--- config.mk ---
export PLATFORM = sky130hd
export DESIGN_NAME = truth_sweep4
export DESIGN_NICKNAME = d
export VERILOG_FILES = /design/src/rtl/truth_sweep4.sv
export SDC_FILE = /design/constraint.sdc
export NUM_CORES = 1
export LEC_CHECK = 0
export CAP_MARGIN = 20
export CORE_ASPECT_RATIO = 0.5
export CORE_MARGIN = 5
export CORE_UTILIZATION = 40
export DETAILED_ROUTE_END_ITERATION = 12
export PLACE_DENSITY = 0.65
export SLEW_MARGIN = 20
export SYNTH_ARGS = -nofsm -noshare
export SYNTH_HDL_FRONTEND = slang
export SYNTH_SLANG_ARGS = --single-unit
--- constraint.sdc ---
create_clock -name clk -period 6.1 [get_ports clk]
set_clock_uncertainty 0.2 [all_clocks]
set_input_delay 1.22 -clock clk [delete_from_list [all_inputs] [get_ports clk]]
set_output_delay 1.22 -clock clk [all_outputs]
set_load 0.02 [all_outputs]
--- src/rtl/truth_sweep4.sv ---
// truth_sweep4: exhaustive 4-input sweep driver that captures and checks a truth table
module truth_sweep4 #(
    parameter int HOLD_CYCLES = 1
) (
    input  logic        clk,
    input  logic        reset,
    input  logic        start,
    input  logic [15:0] expected,
    input  logic        s,
    output logic        a,
    output logic        b,
    output logic        c,
    output logic        d,
    output logic        busy,
    output logic        done,
    output logic [15:0] table_out,
    output logic        pass,
    output logic [4:0]  mismatch_count,
    output logic [3:0]  first_fail
);
    typedef enum logic [1:0] {IDLE, APPLY, DONE} state_t;
    localparam logic [7:0] HOLD_LAST = 8'(HOLD_CYCLES - 1);
    state_t      state_q, state_d;
    logic [3:0]  idx_q;
    logic [7:0]  hold_q;
    logic [15:0] exp_q;
    logic [15:0] table_q;
    logic [4:0]  cnt_q;
    logic [3:0]  ff_q;
    logic        seen_q;
    logic        pass_q;
    logic        accept;
    logic        sample;
    logic        last;
    logic        miss;
    // s is sampled on the final hold cycle of each vector
    assign accept = state_q == IDLE && start;
    assign sample = state_q == APPLY && hold_q == HOLD_LAST;
    assign last   = sample && idx_q == 4'd15;
    assign miss   = sample && (s != exp_q[idx_q]);
    // state register
    always_ff @(posedge clk) begin
        if (reset) state_q <= IDLE;
        else       state_q <= state_d;
    end
    // next-state: DONE lasts exactly one cycle, start is only heard in IDLE
    always_comb begin
        state_d = accept ? APPLY :
                  last ? DONE :
                  state_q == DONE ? IDLE : state_q;
    end
    // outputs decoded from state; the vector is only driven while applying
    always_comb begin
        {a, b, c, d}   = state_q == APPLY ? idx_q : 4'd0;
        busy           = state_q != IDLE;
        done           = state_q == DONE;
        table_out      = table_q;
        pass           = pass_q;
        mismatch_count = cnt_q;
        first_fail     = ff_q;
    end
    // sweep datapath: index/hold stepping, capture and mismatch bookkeeping
    always_ff @(posedge clk) begin
        if (reset) begin
            idx_q   <= '0;
            hold_q  <= '0;
            exp_q   <= '0;
            table_q <= '0;
            cnt_q   <= '0;
            ff_q    <= '0;
            seen_q  <= 1'b0;
            pass_q  <= 1'b0;
        end else if (accept) begin
            idx_q   <= '0;
            hold_q  <= '0;
            exp_q   <= expected;
            table_q <= '0;
            cnt_q   <= '0;
            ff_q    <= '0;
            seen_q  <= 1'b0;
            pass_q  <= 1'b0;
        end else if (sample) begin
            table_q[idx_q] <= s;
            hold_q         <= '0;
            cnt_q          <= cnt_q + {4'd0, miss};
            ff_q           <= (miss && !seen_q) ? idx_q : ff_q;
            seen_q         <= seen_q | miss;
            idx_q          <= last ? idx_q : idx_q + 4'd1;
            pass_q         <= last ? (cnt_q == 5'd0 && !miss) : pass_q;
        end else if (state_q == APPLY) begin
            hold_q <= hold_q + 8'd1;
        end
    end
endmodule

==> flow_metrics.tcl <==
set metrics [dict create \
    period_needed_ns 3.76 \
    route.detailed.drc 0 \
    met3WireLength_um 328 \
    die_x_um 125 \
    initial_core_util 0.423 \
    routed_wl_um 5980 \
    endpoint_kind "primary output" \
    gr-total-overflow 0 \
    power.total_mw 0.943 \
    cpPeakStageDelay_ns 0.77 \
    antenna_found_initial 0 \
    clock_sinks 57 \
    wl_met2_um 2810 \
    final_core_util 0.556 \
    grt_pass1_vias 2161 \
    status "finished, final reports clean" \
    fin_ws_ns 2.34 \
    coreArea_um2 6230 \
    cts_buffer_depth 2 \
    slew_headroom 0.284 \
    cp_data_required_time_ns 4.68 \
    synth_area_um2 2640 \
    cts_setup_buffers 0 \
    ys.flop_type "dfxtp_1" \
    ant_nets 0 \
    yosys.area_share.simple 0.265 \
    worst_pin_slew_ns 1.07 \
    post_cts_resized 0 \
    num_rows 20 \
    fmax_ghz 0.266 \
    die_h_um 67.4 \
    worstSetupPathType "reg2out" \
    netlist-cell-type-count 34 \
    synth_top_family_by_area "simple AND/OR/NAND/NOR gates" \
    cp-start-kind "register" \
    design_area_um2 3470 \
    whs_ns 0.253 \
    cts_tree "built" \
    synth_nets 330 \
    synth_compound_area_frac 0.0636 \
    cp_cell_sequence "nor2b_1, and2_2, clkdlybuf4s50_1" \
    gp_congestion 0.713 \
    clkLatencyLatePin_ns 0.33 \
    nets 374 \
    syn_area_per_cell_um2 8.73 \
    setup_viol 0 \
    final_cells 439 \
    clk_pin_slew_ns 0.05 \
    synth_fa_ha_area_frac 0.0380 \
    vias 2172 \
    syn_inst 302 \
    antenna_cells 0 \
    crit_buf_inv 1 \
    dr.pass1.iters 5 \
    period_share 0.616 \
    irDropWorstVdd_mv 0.117 \
    dr.max_layer_used "met4" \
    grt_usage 0.156 \
    hold_class "reg2reg" \
    drt_iter0_markers 152 \
    dp_cells 423 \
    synth-seq-cells 57 \
    synthArstFlopShare 0 \
    wl_met1_um 2790 \
    vias_per_cell 4.95 \
    dpl_cell_area_um2 3170 \
    cts-root-buf "clkbuf_16" \
    crit_family "simple AND/OR/NAND/NOR gates" \
    drv_cap 0 \
    grt_pass1_wl_um 10200 \
    p_per_area_nw_per_um2 272 \
    synth.area.mux_share 0.123 \
    place_ws_ns 2.44 \
    power.leakage_nw 1.37 \
    crit_arrival_ns 2.34 \
    yosysWarnings 0 \
    synth_xor_area_frac 0.0366 \
    htreeDepth 3 \
    hpwl_um 4290 \
    rsz0062_at_grt "false" \
    numCtsBuffers 9 \
    grt_max_degree 29 \
    finalHoldViolations 0 \
    drv_slew 0 \
    cts_hold_buf 0 \
    tns_ns 0 \
    ios 52 \
    die_area_um2 8410 \
    slowest_stage "nor2b_1" \
    synth_edf_count 0 \
    routedWlPerCell_um 13.6 \
    drive_above_1_share 0.0741 \
    port-buffer-count 51 \
    yosysSeqAreaShare 0.433 \
    crit_fanout 15 \
    syn2layout_area_growth_pct 31.6 \
]
[power breakdown]
part           switching, mW  internal [mW]  leakage (nW)
Clock                  0.162          0.317         0.149
Combinational         0.0427         0.0320         0.759
Sequential           0.00735          0.382         0.462
Total                  0.212          0.731          1.37
[logic make-up after synthesis]
family,after synthesis
AOI/OAI and AO/OA,31
xor gates and xnor gates,11
adders and majority gates,8
buffers and inverters,25
DFF,57
muxes,26
and+or+nand+nor,144
[sequential cells by signal, indices dropped and copies added (netlist names)]
register / count
exp_q: 16
table_out: 16
hold_q: 8
mismatch_count: 5
first_fail: 4
idx_q: 4
state_q: 2
pass: 1
seen_q: 1
[worst register-to-register path: stages (launching register included)]
cell	delay (ns)
dfxtp_1	0.37
nor2b_1	0.77
and3_1	0.83
and4_2	0.42
nor4_4	0.08
mux2i_1	0.15
[cells in the final DEF (no fill, tap or decap), types with 7 or more instances in the layout]
cell,count
dfxtp_1,57
clkdlybuf4s50_1,51
nand2_1,50
nor2_1,39
a21oi_1,25
mux2i_1,21
nand3_1,19
xor2_1,9
clkbuf_16,9
nand4_1,8
ha_1,8
inv_1,7
[Yosys cell counts, types with 2 or more instances]
library cell  count  area (um^2)
dfxtp_1          57         1140
nor2_1           39          146
buf_2             6         30.0
clkbuf_1         10         37.5
nor2b_1           4         25.0
mux4_2            4         90.1
nand3_1          19         95.1
inv_1             7         26.3
mux2i_1          21          210
xor2_1            9         78.8
and2_1            5         31.3
nor4b_2           2         30.0
ha_1              8          100
a21oi_1          25          125
nand4_1           8         50.1
and3_1            5         31.3
xnor2_1           2         17.5
nand2b_1          3         18.8
a22oi_1           2         15.0
nor3_1            3         15.0
nand2_1          50          188
[area by class of cell]
cell class	instances	area, um^2
Fill cell	544	2760
Multi-Input combinational cell	220	1390
Sequential cell	57	1140
Timing Repair Buffer	51	510
Clock buffer	14	284
Tap cell	88	110
Inverter	7	26.3
Clock inverter	2	10.0
[final timing paths]
path / from / endpoint / slack, ns / depth (start not counted)
hold reg to reg: exp_q[14] / exp_q[14] / 0.25 / 2
hold / removal: exp_q[14] / exp_q[14] / 0.25 / 2
setup reg to reg: state_q[0] / first_fail[3] / 3.14 / 5
setup / recovery: state_q[0] / d / 2.34 / 3
[layer usage]
metal  vias up  track usage
met5         -            0
met4         0       0.0656
met3         4       0.0585
met2        47        0.253
met1      1010        0.190
li1       1111            -
No activity file was read; power rests on OpenSTA's default activity.
